<file path="src/rtl/exe_stage_if.sv">
// Handshake and bus bundle between the ID, EX and MEM stages,
// plus the data-SRAM request and the ID bypass/stall signals.
interface exe_stage_if;
    logic         MEM_allow;
    logic         EX_allow;
    logic         ID_to_EX_valid;
    logic [150:0] ID_to_EX_bus;
    logic         EX_to_MEM_valid;
    logic [70:0]  EX_to_MEM_bus;
    logic         data_sram_en;
    logic [3:0]   data_sram_we;
    logic [31:0]  data_sram_addr;
    logic [31:0]  data_sram_wdata;
    logic [37:0]  EX_to_ID_forward;
    logic         EX_to_ID_load;

    modport master (
        output MEM_allow, ID_to_EX_valid, ID_to_EX_bus,
        input  EX_allow, EX_to_MEM_valid, EX_to_MEM_bus,
        input  data_sram_en, data_sram_we, data_sram_addr, data_sram_wdata,
        input  EX_to_ID_forward, EX_to_ID_load
    );

    modport slave (
        input  MEM_allow, ID_to_EX_valid, ID_to_EX_bus,
        output EX_allow, EX_to_MEM_valid, EX_to_MEM_bus,
        output data_sram_en, data_sram_we, data_sram_addr, data_sram_wdata,
        output EX_to_ID_forward, EX_to_ID_load
    );
endinterface

</file>
<file path="src/rtl/exe_stage.sv">
// Execute stage: one-hot ALU, iterative restoring divider, data-SRAM
// request issue and EX->ID forwarding.
module exe_stage #(
    parameter int DIV_CYCLES = 32
) (
    input  logic       clk,
    input  logic       reset,
    exe_stage_if.slave io
);
    typedef enum logic [1:0] {S_IDLE, S_CALC, S_DONE} div_state_t;

    localparam logic [5:0] LAST = 6'(DIV_CYCLES - 1);

    logic         r_valid;
    logic [150:0] r_bus;
    div_state_t   r_state;
    div_state_t   w_next;
    logic [5:0]   r_cnt;
    logic [31:0]  r_rem;
    logic [31:0]  r_quo;
    logic [31:0]  r_dvsr;
    logic         r_s1neg;
    logic         r_s2neg;

    logic         w_div_en, w_div_signed, w_div_rem;
    logic [11:0]  w_op;
    logic         w_mem_we, w_rfm, w_gr_we;
    logic [4:0]   w_dest, w_sa;
    logic [31:0]  w_src1, w_src2, w_st, w_pc;
    logic         w_ready_go, w_allow, w_start;
    logic         w_s1neg, w_s2neg;
    logic [31:0]  w_abs1, w_abs2;
    logic [32:0]  w_rem_sh;
    logic         w_ge;
    logic [31:0]  w_diff;
    logic [31:0]  w_quo_f, w_rem_f;
    logic [31:0]  w_alu, w_result;
    logic         w_sram_en;

    assign {w_div_en, w_div_signed, w_div_rem, w_op, w_mem_we, w_rfm,
            w_gr_we, w_dest, w_src1, w_src2, w_st, w_pc} = r_bus;

    assign w_ready_go = !w_div_en || (r_state == S_DONE);
    assign w_allow    = !r_valid || (w_ready_go && io.MEM_allow);
    assign w_start    = (r_state == S_IDLE) && r_valid && w_div_en;

    always_ff @(posedge clk) begin
        if (reset)
            r_valid <= 1'b0;
        else if (w_allow)
            r_valid <= io.ID_to_EX_valid;
    end

    always_ff @(posedge clk) begin
        if (!reset && io.ID_to_EX_valid && w_allow)
            r_bus <= io.ID_to_EX_bus;
    end

    always_ff @(posedge clk) begin
        if (reset)
            r_state <= S_IDLE;
        else
            r_state <= w_next;
    end

    always_comb begin
        w_next = r_state;
        unique case (r_state)
            S_IDLE: if (w_start) w_next = S_CALC;
            S_CALC: if (r_cnt == LAST) w_next = S_DONE;
            S_DONE: if (io.MEM_allow) w_next = S_IDLE;
            default: w_next = S_IDLE;
        endcase
    end

    // Sign flags are only raised for signed divides, so fixup needs no mode bit.
    assign w_s1neg  = w_div_signed && w_src1[31];
    assign w_s2neg  = w_div_signed && w_src2[31];
    assign w_abs1   = w_s1neg ? -w_src1 : w_src1;
    assign w_abs2   = w_s2neg ? -w_src2 : w_src2;
    assign w_rem_sh = {r_rem, r_quo[31]};
    assign w_ge     = w_rem_sh >= {1'b0, r_dvsr};
    assign w_diff   = w_rem_sh[31:0] - r_dvsr;

    always_ff @(posedge clk) begin
        if (w_start) begin
            r_quo   <= w_abs1;
            r_dvsr  <= w_abs2;
            r_rem   <= '0;
            r_cnt   <= '0;
            r_s1neg <= w_s1neg;
            r_s2neg <= w_s2neg;
        end else if (r_state == S_CALC) begin
            r_rem <= w_ge ? w_diff : w_rem_sh[31:0];
            r_quo <= {r_quo[30:0], w_ge};
            r_cnt <= r_cnt + 6'd1;
        end
    end

    assign w_quo_f = (r_s1neg ^ r_s2neg) ? -r_quo : r_quo;
    assign w_rem_f = r_s1neg ? -r_rem : r_rem;
    assign w_sa    = w_src2[4:0];

    always_comb begin
        w_alu = '0;
        unique case (1'b1)
            w_op[0]:  w_alu = w_src1 + w_src2;
            w_op[1]:  w_alu = w_src1 - w_src2;
            w_op[2]:  w_alu = {31'b0, $signed(w_src1) < $signed(w_src2)};
            w_op[3]:  w_alu = {31'b0, w_src1 < w_src2};
            w_op[4]:  w_alu = w_src1 & w_src2;
            w_op[5]:  w_alu = ~(w_src1 | w_src2);
            w_op[6]:  w_alu = w_src1 | w_src2;
            w_op[7]:  w_alu = w_src1 ^ w_src2;
            w_op[8]:  w_alu = w_src1 << w_sa;
            w_op[9]:  w_alu = w_src1 >> w_sa;
            w_op[10]: w_alu = $signed(w_src1) >>> w_sa;
            w_op[11]: w_alu = w_src2;
            default:  w_alu = '0;
        endcase
    end

    assign w_result = w_div_en ? (w_div_rem ? w_rem_f : w_quo_f) : w_alu;

    // Requests leave only on the handoff edge so MEM sees the data next cycle.
    assign w_sram_en = r_valid && w_ready_go && io.MEM_allow && (w_mem_we || w_rfm);

    assign io.EX_allow         = w_allow;
    assign io.EX_to_MEM_valid  = r_valid && w_ready_go;
    assign io.EX_to_MEM_bus    = {w_rfm, w_gr_we, w_dest, w_result, w_pc};
    assign io.data_sram_en     = w_sram_en;
    assign io.data_sram_we     = {4{w_sram_en && w_mem_we}};
    assign io.data_sram_addr   = w_alu;
    assign io.data_sram_wdata  = w_st;
    assign io.EX_to_ID_forward = {w_gr_we, w_dest & {5{r_valid}}, w_result};
    assign io.EX_to_ID_load    = r_valid && w_rfm;
endmodule
</file>
<file path="src/flat_wrapper.sv">
// flat-port wrapper written by rule: the top's interface ports become plain ports
module exe_stage_flat 
#(
    parameter int DIV_CYCLES = 32
)
  (clk, reset, io_MEM_allow, io_ID_to_EX_valid, io_ID_to_EX_bus, io_EX_allow, io_EX_to_MEM_valid, io_EX_to_MEM_bus, io_data_sram_en, io_data_sram_we, io_data_sram_addr, io_data_sram_wdata, io_EX_to_ID_forward, io_EX_to_ID_load);
  exe_stage_if io_i ();
  input  logic clk;
  input  logic reset;
  input wire logic [$bits(io_i.MEM_allow)-1:0] io_MEM_allow;
  input wire logic [$bits(io_i.ID_to_EX_valid)-1:0] io_ID_to_EX_valid;
  input wire logic [$bits(io_i.ID_to_EX_bus)-1:0] io_ID_to_EX_bus;
  output wire logic [$bits(io_i.EX_allow)-1:0] io_EX_allow;
  output wire logic [$bits(io_i.EX_to_MEM_valid)-1:0] io_EX_to_MEM_valid;
  output wire logic [$bits(io_i.EX_to_MEM_bus)-1:0] io_EX_to_MEM_bus;
  output wire logic [$bits(io_i.data_sram_en)-1:0] io_data_sram_en;
  output wire logic [$bits(io_i.data_sram_we)-1:0] io_data_sram_we;
  output wire logic [$bits(io_i.data_sram_addr)-1:0] io_data_sram_addr;
  output wire logic [$bits(io_i.data_sram_wdata)-1:0] io_data_sram_wdata;
  output wire logic [$bits(io_i.EX_to_ID_forward)-1:0] io_EX_to_ID_forward;
  output wire logic [$bits(io_i.EX_to_ID_load)-1:0] io_EX_to_ID_load;
  assign io_i.MEM_allow = io_MEM_allow;
  assign io_i.ID_to_EX_valid = io_ID_to_EX_valid;
  assign io_i.ID_to_EX_bus = io_ID_to_EX_bus;
  assign io_EX_allow = io_i.EX_allow;
  assign io_EX_to_MEM_valid = io_i.EX_to_MEM_valid;
  assign io_EX_to_MEM_bus = io_i.EX_to_MEM_bus;
  assign io_data_sram_en = io_i.data_sram_en;
  assign io_data_sram_we = io_i.data_sram_we;
  assign io_data_sram_addr = io_i.data_sram_addr;
  assign io_data_sram_wdata = io_i.data_sram_wdata;
  assign io_EX_to_ID_forward = io_i.EX_to_ID_forward;
  assign io_EX_to_ID_load = io_i.EX_to_ID_load;
  exe_stage #(.DIV_CYCLES(DIV_CYCLES)) u_core (.clk(clk), .reset(reset), .io(io_i));
endmodule
</file>
<file path="config.mk">
export PLATFORM = sky130hd
export DESIGN_NAME = exe_stage_flat
export DESIGN_NICKNAME = d
export VERILOG_FILES = /design/src/rtl/exe_stage_if.sv /design/src/rtl/exe_stage.sv /design/src/flat_wrapper.sv
export SDC_FILE = /design/constraint.sdc
export NUM_CORES = 1
export LEC_CHECK = 0
export CAP_MARGIN = 40
export CELL_PAD_IN_SITES_DETAIL_PLACEMENT = 0
export CELL_PAD_IN_SITES_GLOBAL_PLACEMENT = 1
export CORE_MARGIN = 8
export CORE_UTILIZATION = 45
export CTS_BUF_LIST = sky130_fd_sc_hd__clkbuf_8
export DETAILED_ROUTE_END_ITERATION = 16
export PLACE_DENSITY = 0.89
export REMOVE_ABC_BUFFERS = 1
export SLEW_MARGIN = 40
export SYNTH_ARGS = -nofsm -noshare
export SYNTH_HDL_FRONTEND = slang
export SYNTH_SLANG_ARGS = --single-unit
export TNS_END_PERCENT = 100
</file>
<file path="constraint.sdc">
create_clock -name clk -period 32.4 [get_ports clk]
set_clock_uncertainty 0.05 [all_clocks]
set_input_delay 4.86 -clock clk [delete_from_list [all_inputs] [get_ports clk]]
set_output_delay 4.86 -clock clk [all_outputs]
set_load 0.01 [all_outputs]
</file>
==> flow_metrics.py <==
metrics = {
    "clock_tree": {
        "hold_buffers": 0,
        "post_cts_resized": 0,
        "cts-buffers-inserted": 49,
        "cts_tree": "done",
        "cts_setup_buffers": 0,
        "clk_latency_ns": 0.64,
        "cts.path.max_buffers": 3,
        "path_clk_slew_ns": 0.06,
        "htreeDepth": 2,
        "ctsRootBufferMaster": "clkbuf_8",
        "clock-sinks": 258,
    },
    "synthesis": {
        "ys_seq_elements": 258,
        "synthCells": 2703,
        "synth.avg_cell_area_um2": 8.78,
        "yosys_warnings": 0,
        "synth_area_um2": 23700,
        "postSynth.asyncResetShare": 0,
        "synth-edff-count": 217,
        "yosysSeqAreaShare": 0.309,
        "synth_cell_types": 92,
        "ys.flop_type": "edfxtp_1",
    },
    "floorplan": {
        "core_region_area_um2": 52300,
        "die_w_um": 246,
        "die_y_um": 246,
        "floorplan.die_area_um2": 60300,
        "start_util": 0.453,
        "rows": 84,
        "ioPinCount": 336,
    },
    "grt": {
        "grt_use_met3": 0.0766,
        "use_met2": 0.465,
        "grt_use_met1": 0.387,
        "antenna_found_initial": 2,
        "overflow": 0,
        "grt_max_degree": 152,
        "grt_pass1_wl_um": 138000,
        "grt-busiest-layer": "met2",
        "grt_usage": 0.296,
        "grt_pass1_vias": 21800,
    },
    "finish": {
        "drive_gt1_frac": 0.0775,
        "fill_cells": 4881,
        "syn_to_final_growth_pct": 16.9,
        "diodes": 0,
        "fin_cells": 3567,
        "final_nets": 3134,
    },
    "worst_setup_path": {
        "path_cells": "clkdlybuf4s50_1, a21boi_0, inv_1, clkdlybuf4s50_1",
        "regToRegSetupSlack_ns": 28.14,
        "cp_max_fo": 4,
        "endpoint_kind": "primary output",
        "arrival_ns": 6.28,
        "critPathMaxStageDelay_ns": 0.50,
        "cp_num_buf_inv": 3,
        "crit_family": "buffers and inverters",
        "criticalPathCategory": "input port to primary output",
        "cp_common_cell": "clkdlybuf4s50_1",
        "r2r_start": "u_core.r_bus[67]",
        "slowest_stage": "clkdlybuf4s50_1",
        "reg2reg_depth": 9,
        "r2r_end": "u_core.r_dvsr[30]",
        "crit_path_start_kind": "input port",
        "worstPathRequired_ns": 27.49,
    },
    "timing": {
        "setup_viol": 0,
        "relSlewSlack": 0.358,
        "hold_violations": 0,
        "fmaxAchievable_mhz": 89.3,
        "rsz0062_at_grt": "no",
        "finalCritPeriodShare": 0.345,
        "worst_slew_pin_slew_ns": 0.959,
        "setup-tns-final_ns": 0,
        "min_period_ns": 11.19,
        "slew_viol_final": 0,
    },
    "power": {
        "combPwrFrac": 0.437,
        "power.share.clock": 0.239,
        "power_density_nw_per_um2": 49.9,
        "internal-power_mw": 0.839,
        "power.switching_mw": 0.544,
        "p_leak_nw": 10.6,
        "p_sw_frac": 0.393,
        "ir_worst_vdd_mv": 0.0376,
        "p_seq_frac": 0.324,
    },
    "worst_hold_path": {
        "min-delay-start": "u_core.r_cnt[1]",
        "holdPathEnd": "u_core.r_cnt[1]",
        "hold_depth": 2,
        "hold_class": "flop to flop",
    },
    "place": {
        "post-dp-hpwl_um": 71300,
        "gp_congestion": 0.985,
        "place_inst": 3473,
        "port_buffers": 335,
    },
    "drt": {
        "vias": 22700,
        "vias_per_cell": 6.36,
        "drtAntennaViolNets": 0,
        "drt_first_pass_iters": 7,
        "first_iter_violations": 2844,
        "wl_per_cell_um": 26.3,
        "wirelength_um": 93900,
        "drc_errors": 0,
    },
    "run": {
        "drv_cap": 0,
    },
    "run_status": {
        "status": "finished clean",
    },
}
## power groups by stage
stage / Combinational (mW) / Sequential, mW / Clock [mW]
2_1_floorplan: 0.381 / 0.450 / 0
3_3_place_gp: 0.587 / 0.451 / 0
3_5_place_dp: 0.594 / 0.453 / 0
4_1_cts: 0.599 / 0.446 / 0.338
5_1_grt: 0.656 / 0.452 / 0.350
6_report: 0.605 / 0.448 / 0.330
## logic make-up after synthesis
family | synth area share
fa+ha+maj | 0.0753
compound gates | 0.223
xor+xnor | 0.0572
simple gates | 0.143
buf+inv | 0.0926
flops | 0.309
mux | 0.0986
## flip-flops by register name (all words and copies together) (netlist names)
name,flops
u_core.r_quo,32
u_core.r_state,2
u_core.r_valid,1
u_core.r_bus,151
u_core.r_cnt,6
u_core.r_s2neg,1
u_core.r_s1neg,1
u_core.r_dvsr,32
u_core.r_rem,32
## cell usage in the layout, fill, tap and decap left out, types with 28 or more instances in the layout
| master | instances |
|---|---|
| edfxtp_1 | 217 |
| nor3_1 | 31 |
| mux2i_1 | 92 |
| clkdlybuf4s50_1 | 335 |
| ha_1 | 138 |
| nand2_1 | 236 |
| xor2_1 | 40 |
| a211oi_1 | 34 |
| nor2_1 | 229 |
| o31ai_1 | 28 |
| a21o_1 | 33 |
| o21ai_0 | 207 |
| dfxtp_1 | 41 |
| inv_1 | 170 |
| clkbuf_8 | 53 |
| a21oi_1 | 167 |
| o211ai_1 | 36 |
| xnor2_1 | 115 |
| nand3_1 | 60 |
| buf_4 | 39 |
| mux4_2 | 55 |
| a31oi_1 | 30 |
| nand4_1 | 36 |
## worst max path at each step
stage                      start               to  slack (ns)  cells after the start
detailed placement  io_MEM_allow      io_EX_allow       21.21                      4
finish              io_MEM_allow      io_EX_allow       21.21                      4
floorplan           io_MEM_allow  u_core.r_bus[0]       15.53                      2
CTS                 io_MEM_allow      io_EX_allow       21.21                      4
global route        io_MEM_allow      io_EX_allow       21.12                      4
global placement    io_MEM_allow      io_EX_allow       21.23                      4
## Yosys cell counts, drive strengths merged, types with 55 or more instances
library cell	instances	area share
nand2	237	0.038
nor2	230	0.036
edfxtp	217	0.27
o21ai	213	0.045
a21oi	169	0.036
buf	155	0.044
inv	155	0.025
clkbuf	139	0.024
ha	138	0.073
xnor2	115	0.042
mux2i	92	0.039
nand3	60	0.013
mux4	55	0.052
## per-stage QoR
stage          power [mW]   util  worst slack [ns]  hold slack, ns  instance area (um2)
2_1_floorplan       0.831      -             15.53           0.401                22100
3_3_place_gp         1.04  0.509             21.23           0.412                26700
3_5_place_dp         1.05  0.510             21.21           0.424                26700
4_1_cts              1.38  0.529             21.21           0.432                27700
5_1_grt              1.46  0.530             21.12           0.471                27700
6_report             1.38  0.530             21.21           0.433                27700
## area by class of cell
cell class	count	area [um2]	area share
clock buffers	53	729	0.0263
clock inverters	39	279	0.0101
inverters	160	603	0.0217
multi-input cells	1991	14200	0.512
flip-flops and latches	258	7340	0.265
well taps	688	861	0.0310
repair buffers	378	3720	0.134
## per-layer routing
metal  routed length, um  share of wire  vias up
li1                    -              -    10200
met1               37200           0.40    11000
met2               42600           0.45     1346
met3               10300           0.11      215
met4                3820          0.041        2
met5                  13        0.00014        -
## worst register-to-register path: stages (launching register included)
cell and delay, ns:
edfxtp_1 0.43, buf_4 0.35, nor2_1 0.87, nand4_1 0.51, nor4_1 0.72, nand2_1 0.29, nand2_1 0.27, o21ai_0 0.20
a21oi_1 0.21, xnor2_1 0.11
Power figures use the tool's default switching activity.
